`src/rtl/snake_score_tracker_if.sv`:
```
// Bundles the game-side signals of snake_score_tracker: position inputs,
// synchronous restart, and score/status outputs.
// Optional: SNAKE_HISCORE_EN adds the hi_score output.
interface snake_score_tracker_if #(
  parameter int POS_W      = 8,
  parameter int NUM_DIGITS = 1
);
  logic                    game_reset;
  logic [POS_W-1:0]        pos_snake;
  logic [POS_W-1:0]        pos_rabbit;
  logic                    eat_pulse;
  logic                    rabbit_clear;
  logic [4*NUM_DIGITS-1:0] score_bcd;
  logic                    score_wrap;
  logic                    busy;
`ifdef SNAKE_HISCORE_EN
  logic [4*NUM_DIGITS-1:0] hi_score;

  modport master (
    output game_reset, pos_snake, pos_rabbit,
    input  eat_pulse, rabbit_clear, score_bcd, score_wrap, busy, hi_score
  );
  modport slave (
    input  game_reset, pos_snake, pos_rabbit,
    output eat_pulse, rabbit_clear, score_bcd, score_wrap, busy, hi_score
  );
`else
  modport master (
    output game_reset, pos_snake, pos_rabbit,
    input  eat_pulse, rabbit_clear, score_bcd, score_wrap, busy
  );
  modport slave (
    input  game_reset, pos_snake, pos_rabbit,
    output eat_pulse, rabbit_clear, score_bcd, score_wrap, busy
  );
`endif
endinterface

```
`src/rtl/snake_score_tracker.sv`:
```
// snake_score_tracker: detects snake-head / rabbit coincidence, adds one to a
// multi-digit BCD score per catch, then holds rabbit_clear for HOLDOFF_CYCLES
// and waits for the positions to separate before re-arming.
// Optional: SNAKE_HISCORE_EN adds a hi_score register kept across game_reset.
module snake_score_tracker #(
  parameter int POS_W          = 8,
  parameter int NUM_DIGITS     = 1,
  parameter int HOLDOFF_CYCLES = 1500000
) (
  input  logic                  clk,
  input  logic                  rst,
  snake_score_tracker_if.slave  bus
);

  localparam int SW = 4 * NUM_DIGITS;
  localparam int CW = $clog2(HOLDOFF_CYCLES + 1);

  typedef enum logic [1:0] {ARMED, HOLD, WAIT_REL} state_t;

  state_t          r_state, w_state_nxt;
  logic [CW-1:0]   r_cnt, w_cnt_nxt;
  logic [SW-1:0]   r_score, w_score_nxt, w_score_inc;
  logic            r_wrap, w_wrap_nxt;
  logic            r_eat, w_eat_nxt;
  logic            w_carry;
  logic            w_match;
`ifdef SNAKE_HISCORE_EN
  logic [SW-1:0]   r_hi, w_hi_nxt;
`endif

  assign w_match = (bus.pos_snake == bus.pos_rabbit) &&
                   (bus.pos_snake != '0) && (bus.pos_rabbit != '0);

  // BCD +1 with ripple carry; w_carry left high means the top digit overflowed
  always_comb begin
    w_score_inc = '0;
    w_carry     = 1'b1;
    for (int unsigned d = 0; d < NUM_DIGITS; d++) begin
      if (w_carry) begin
        if (r_score[4*d +: 4] == 4'd9) begin
          w_score_inc[4*d +: 4] = '0;
        end else begin
          w_score_inc[4*d +: 4] = r_score[4*d +: 4] + 4'd1;
          w_carry               = 1'b0;
        end
      end else begin
        w_score_inc[4*d +: 4] = r_score[4*d +: 4];
      end
    end
  end

  // Next-state and next-value logic; game_reset overrides any catch
  always_comb begin
    w_state_nxt = r_state;
    w_cnt_nxt   = r_cnt;
    w_score_nxt = r_score;
    w_wrap_nxt  = r_wrap;
    w_eat_nxt   = 1'b0;
`ifdef SNAKE_HISCORE_EN
    w_hi_nxt    = r_hi;
`endif
    if (bus.game_reset) begin
      w_state_nxt = ARMED;
      w_cnt_nxt   = '0;
      w_score_nxt = '0;
      w_wrap_nxt  = 1'b0;
    end else begin
      case (r_state)
        ARMED: begin
          if (w_match) begin
            w_state_nxt = HOLD;
            w_cnt_nxt   = CW'(HOLDOFF_CYCLES - 1);
            w_eat_nxt   = 1'b1;
            w_score_nxt = w_score_inc;
            if (w_carry) w_wrap_nxt = 1'b1;
`ifdef SNAKE_HISCORE_EN
            if (w_score_inc > r_hi) w_hi_nxt = w_score_inc;
`endif
          end
        end
        HOLD: begin
          if (r_cnt == '0) begin
            w_state_nxt = w_match ? WAIT_REL : ARMED;
          end else begin
            w_cnt_nxt = r_cnt - CW'(1);
          end
        end
        WAIT_REL: begin
          if (!w_match) w_state_nxt = ARMED;
        end
        default: w_state_nxt = ARMED;
      endcase
    end
  end

  // State and datapath registers with asynchronous clear
  always_ff @(posedge clk or posedge rst) begin
    if (rst) begin
      r_state <= ARMED;
      r_cnt   <= '0;
      r_score <= '0;
      r_wrap  <= 1'b0;
      r_eat   <= 1'b0;
`ifdef SNAKE_HISCORE_EN
      r_hi    <= '0;
`endif
    end else begin
      r_state <= w_state_nxt;
      r_cnt   <= w_cnt_nxt;
      r_score <= w_score_nxt;
      r_wrap  <= w_wrap_nxt;
      r_eat   <= w_eat_nxt;
`ifdef SNAKE_HISCORE_EN
      r_hi    <= w_hi_nxt;
`endif
    end
  end

  // rabbit_clear/busy decode straight from state so rst drops them at once
  assign bus.eat_pulse    = r_eat;
  assign bus.rabbit_clear = (r_state == HOLD);
  assign bus.busy         = (r_state != ARMED);
  assign bus.score_bcd    = r_score;
  assign bus.score_wrap   = r_wrap;
`ifdef SNAKE_HISCORE_EN
  assign bus.hi_score     = r_hi;
`endif

endmodule
```
`src/flat_wrapper.sv`:
```
// flat-port wrapper written by rule: the top's interface ports become plain ports
module snake_score_tracker_flat 
#(
  parameter int POS_W          = 8,
  parameter int NUM_DIGITS     = 1,
  parameter int HOLDOFF_CYCLES = 1500000
)
  (clk, rst, bus_game_reset, bus_pos_snake, bus_pos_rabbit, bus_eat_pulse, bus_rabbit_clear, bus_score_bcd, bus_score_wrap, bus_busy);
  snake_score_tracker_if #(.POS_W(POS_W), .NUM_DIGITS(NUM_DIGITS)) bus_i ();
  input  logic clk;
  input  logic rst;
  input wire logic [$bits(bus_i.game_reset)-1:0] bus_game_reset;
  input wire logic [$bits(bus_i.pos_snake)-1:0] bus_pos_snake;
  input wire logic [$bits(bus_i.pos_rabbit)-1:0] bus_pos_rabbit;
  output wire logic [$bits(bus_i.eat_pulse)-1:0] bus_eat_pulse;
  output wire logic [$bits(bus_i.rabbit_clear)-1:0] bus_rabbit_clear;
  output wire logic [$bits(bus_i.score_bcd)-1:0] bus_score_bcd;
  output wire logic [$bits(bus_i.score_wrap)-1:0] bus_score_wrap;
  output wire logic [$bits(bus_i.busy)-1:0] bus_busy;
  assign bus_i.game_reset = bus_game_reset;
  assign bus_i.pos_snake = bus_pos_snake;
  assign bus_i.pos_rabbit = bus_pos_rabbit;
  assign bus_eat_pulse = bus_i.eat_pulse;
  assign bus_rabbit_clear = bus_i.rabbit_clear;
  assign bus_score_bcd = bus_i.score_bcd;
  assign bus_score_wrap = bus_i.score_wrap;
  assign bus_busy = bus_i.busy;
  snake_score_tracker #(.POS_W(POS_W), .NUM_DIGITS(NUM_DIGITS), .HOLDOFF_CYCLES(HOLDOFF_CYCLES)) u_core (.clk(clk), .rst(rst), .bus(bus_i));
endmodule
```
`config.mk`:
```
export PLATFORM = sky130hd
export DESIGN_NAME = snake_score_tracker_flat
export DESIGN_NICKNAME = d
export VERILOG_FILES = /design/src/rtl/snake_score_tracker_if.sv /design/src/rtl/snake_score_tracker.sv /design/src/flat_wrapper.sv
export SDC_FILE = /design/constraint.sdc
export NUM_CORES = 1
export LEC_CHECK = 0
export CAP_MARGIN = 20
export CORE_AREA = 2 2 64 66
export DETAILED_ROUTE_END_ITERATION = 8
export DIE_AREA = 0 0 66 68
export PLACE_DENSITY = 0.74
export SLEW_MARGIN = 20
export SYNTH_ARGS = -nofsm -noshare
export SYNTH_HDL_FRONTEND = slang
export SYNTH_SLANG_ARGS = --single-unit
```
`constraint.sdc`:
```
create_clock -name clk -period 3.9 [get_ports clk]
set_input_delay 0.78 -clock clk [delete_from_list [all_inputs] [get_ports clk]]
set_output_delay 0.78 -clock clk [all_outputs]
set_load 0.02 [all_outputs]
```
# Word level (Yosys, flattened, before mapping)
# Index checks and enable logic that the tools add are counted.
[totals]
reg_bits = 29
output_inout_bits = 8
[classes]
n_addsub = 2
eq_ne = 8
n_mux = 22
n_reduce_logical = 15
[ops]
columns = ["op", "n"]
rows = [
  ["2-to-1 mux 21 bit", 3],
  ["case mux 21 bit (2 select lines)", 1],
  ["logical NOT 21 bit", 1],
  ["subtractor 21 x 1 -> 21 bit (second input constant)", 1],
  ["2-to-1 mux 4 bit", 4],
  ["nonzero test 8 bit", 2],
  ["2-to-1 mux 2 bit", 5],
  ["AND reduction 3 bit", 3],
  ["equality test 8 bit", 1],
  ["2-to-1 mux 1 bit", 8],
  ["nonzero test 2 bit", 4],
  ["!= test 3 x 2 -> 1 bit (second input constant)", 2],
  ["!= test 3 bit (second input constant)", 2],
  ["case mux 2 bit (3 select lines)", 1],
  ["adder 4 x 1 -> 4 bit (second input constant)", 1],
  ["equality test 4 bit (second input constant)", 1],
  ["nonzero test 3 bit", 1],
  ["equality test 2 x 1 -> 1 bit (second input constant)", 1],
  ["equality test 2 bit (second input constant)", 1],
  ["logical AND 1 bit", 2],
  ["logical NOT 2 bit", 1],
  ["AND reduction 2 bit", 1],
]

# Depth between registers and ports, before layout
[depth]
depth_word = 7
depth_mapped = 8
ltp_nobuf = 8

# Worst setup path before layout
# No wires, ideal clock.
[synth_timing]
path_kind = "input-to-reg"
start = "in bus_pos_rabbit[3]"
end = "reg u_core.r_score[1] (netlist: u_core.bus.score_bcd[1])"
setup_time_ns = 0.079
t_arrival_ns = 2.230
required_time_ns = 3.821
path_slack_ns = 1.591
path_stages = 7
n_path_buf = 1
cell_sequence = "xor2_1 nor4_2 nand4_2 or2_1 buf_6 or3_1 a21oi_1"
[synth_via]
elab_chain_cells = 5
[synth_lines]
columns = ["item", "line_no", "source"]
rows = [
  ["start, declared", "flat_wrapper.sv:14", "input wire logic [$bits(bus_i.pos_rabbit)-1:0] bus_pos_rabbit;"],
  ["equality test 8 bit", "snake_score_tracker.sv:31", "assign w_match = (bus.pos_snake == bus.pos_rabbit) &&"],
  ["logical AND 1 bit", "snake_score_tracker.sv:31", ""],
  ["logical AND 1 bit *", "snake_score_tracker.sv:32", "(bus.pos_snake != '0) && (bus.pos_rabbit != '0);"],
  ["nonzero test 2 bit (no source line) *", "-", ""],
  ["AND reduction 2 bit (no source line) *", "-", ""],
  ["end signal, assigned", "snake_score_tracker.sv:110", "r_score <= w_score_nxt;"],
  ["end, declared", "snake_score_tracker.sv:22", "logic [SW-1:0] r_score, w_score_nxt, w_score_inc;"],
]
# Mark *: on every way between the ends. The rest lies on a longest branch, timed or not.
# A chain may end at the register's enable or synchronous reset.

# Worst setup path in the final report
[layout_timing]
start = "in bus_pos_rabbit[3]"
end = "reg u_core.r_cnt[2]"
[layout_via]
elab_chain_cells = 5
[layout_lines]
columns = ["item", "line_no", "source"]
rows = [
  ["equality test 8 bit", "snake_score_tracker.sv:31", ""],
  ["logical AND 1 bit", "snake_score_tracker.sv:31", ""],
  ["logical AND 1 bit *", "snake_score_tracker.sv:32", ""],
  ["!= test 3 x 2 -> 1 bit (no source line) *", "-", ""],
  ["AND reduction 3 bit (no source line) *", "-", ""],
  ["end signal, assigned", "snake_score_tracker.sv:109", "r_cnt <= w_cnt_nxt;"],
  ["end, declared", "snake_score_tracker.sv:21", "logic [CW-1:0] r_cnt, w_cnt_nxt;"],
]
# Marks and branches as above.

==> out/summary.txt <==
hold crit path type: flip-flop to flip-flop
synthesized flop and latch total: 29
Post-Syn Nets: 226
cts hold-fix bufs: 0
WS Path Type: input port to flip-flop
GR Util All Layers: 20.3%
register area share after synthesis: 38.4%
Slew @ Worst Pin: 0.467 ns
Final Max Tran Viols: 0
top-level port count: 27
DRT Pass-1 Iters: 4
Slew Limit Headroom: 68.6%
Die W: 66 microns
Overall Power: 0.649 mW
Fin. Hold Viols: 0
Worst VDD drop: 0.205 mV
Hold Path Origin: u_core.r_cnt[20]
CP max-delay cell: clkdlybuf4s50_1
Layout area overhead: 19.3%
Via density: 5.88
core box area: 3860 sq um
Lkg Pwr: 0.894 nW
CTS tree: done
Reg2Reg Setup Slack: 1.56 ns
Placed Area: 2160 sq um
Max-Cap Viols: 0
Worst Hold Path EP: u_core.r_cnt[20]
layout cells sized above 1: 13.5%
Hold Path Depth: 1
DP HPWL: 2910 microns
PD cells: 288 nW/um^2
met3 GRT Util: 4.11%
clk_lat worst skew: 0.28 ns
period utilisation layout: 71.4%
vias in the first global route: 1506
kind of end point of the critical path: flip-flop
die area: 4490 sq um
# diodes: 0
via count: 1647
DRT iter0 DRCs: 128
reg2reg end: u_core.r_cnt[20]
required time of the critical path: 4.07 ns
fraction of registers with async set/reset: 100%
GP Congestion: 0.827
Starting Density: 49.1%
die height: 68 microns
# DRC: 0
Syn Inst Count: 203
met1 Use GR: 25.2%
H-tree depth: 2
global-route track usage on met2: 35.7%
fmax: 359 MHz
CP arrival: 2.96 ns
minimum clock period: 2.78 ns
grt peak-use layer: met2
crit-path cells: clkdlybuf4s50_1 -> xor2_1 -> nor4_2 -> nand4_2 -> o21ai_2 -> buf_4 -> a21oi_1 -> a311oi_1
clock transition at the registers of the reported paths: 0.07 ns
RSZ-0062 raised after global routing: false
Top delay family on crit path: buffers and inverters
setup total negative slack: 0 ns
final instance area: 2260 sq um
worst clock skew: 0.00847 ns
Post-synth EDFFs: 0
Root Driver: clkbuf_8
Fillers: 361
total CTS buffers: 5
Rows: 23
most common cell after layout, fill and taps aside: dfrtp_1
average size of a mapped cell: 9.32 sq um
WL/cell: 15.2 microns
PnR worst setup slack: 1.12 ns
largest net degree at the start of global routing: 30
CP peak stage delay: 0.44 ns
first-pass GRT wire length: 6980 microns
final setup fails: 0
Startpoint Class: input port
yosys warns: 0
highest-count cells in the layout ignoring fill and taps: dfrtp_1 (29), clkdlybuf4s50_1 (26), nor2_1 (17)
final wirelength: 4250 microns
Max clock buf depth: 2
CP max FO: 15
most used flip-flop cell after synthesis: dfrtp_1
Layout Nets: 252
Port Buf Inserts: 26
Final ANT Viol Nets: 0
critical path launch point: bus_pos_rabbit[3]
post-placement setup slack: 0.852 ns
initial antenna violation count: 0
status: complete, no violations
worst r2r path cells: 8
Post-CTS Setup Repair Bufs: 0
clk sinks: 29
Synth cell types: 54
Synth Cell Area: 1890 sq um
Overflow after GRT: 0
WP buf/inv: 2
post_cts resized: 0
launching point of the worst reg2reg path: u_core.r_cnt[0]
registers in the layout, summed over array words and instances (netlist names):
signal,flops
u_core.bus.score_bcd,4
u_core.bus.score_wrap,1
u_core.r_state,2
u_core.r_cnt,21
u_core.bus.eat_pulse,1
cells by family after synthesis:
group / synth area share, %
xor gates and xnor gates: 3.70
AOI/OAI and AO/OA: 21.4
buffers and inverters: 6.68
and+or+nand+nor: 26.1
adders and majority gates: 2.65
DFF: 38.4
muxes: 1.12
synth_stat cells (4+ instances only):
cell	n	area (sq um)
nor3_1	13	65.1
o21ai_0	6	30.0
ha_1	4	50.1
nor4_1	8	50.1
inv_1	9	33.8
nand2_1	15	56.3
a21oi_1	16	80.1
xor2_1	8	70.1
dfrtp_1	29	726
clkbuf_1	4	15.0
buf_6	4	45.0
nand3_1	4	20.0
a311oi_1	9	78.8
nand2b_1	4	25.0
nor2_1	17	63.8
report_power, final:
group | switching, mW | total [mW] | leakage, nW | internal (mW)
Clock | 0.115 | 0.275 | 0.0542 | 0.159
Combinational | 0.0383 | 0.0708 | 0.434 | 0.0325
Sequential | 0.00182 | 0.304 | 0.405 | 0.302
Total | 0.155 | 0.649 | 0.894 | 0.494
per-layer routing:
layer,vias to the layer above,share of wire [%]
met5,-,0
met4,0,1.0
met3,5,5.2
met2,49,49
met1,786,45
li1,807,-
how the worst max path moves through the flow:
| stage | endpoint | depth (start not counted) |
|---|---|---|
| floorplan | u_core.bus.score_bcd[1] | 7 |
| global placement | u_core.r_cnt[5] | 8 |
| detailed placement | u_core.r_cnt[2] | 8 |
| CTS | u_core.r_cnt[2] | 8 |
| global route | u_core.r_cnt[2] | 8 |
| finish | u_core.r_cnt[2] | 8 |
area by class of cell:
class / instances / area [sq um] / share of cell area [%]
Clock inverter: 1 / 5.00 / 0.222
Tap cell: 50 / 62.6 / 2.77
Clock buffer: 7 / 96.3 / 4.27
Sequential cell: 29 / 726 / 32.2
Multi-Input combinational cell: 153 / 1040 / 46.1
Timing Repair Buffer: 30 / 290 / 12.9
Inverter: 10 / 37.5 / 1.66
metrics by stage:
stage / utilization (%) / cells / hold slack, ns
global placement: 55.9 / 272 / 0.478
detailed placement: 55.9 / 272 / 0.483
floorplan: - / 203 / 0.460
CTS: 58.5 / 280 / 0.492
global route: 58.5 / 280 / 0.519
finish: 58.5 / 280 / 0.492
(Power assumes the default switching activity.)
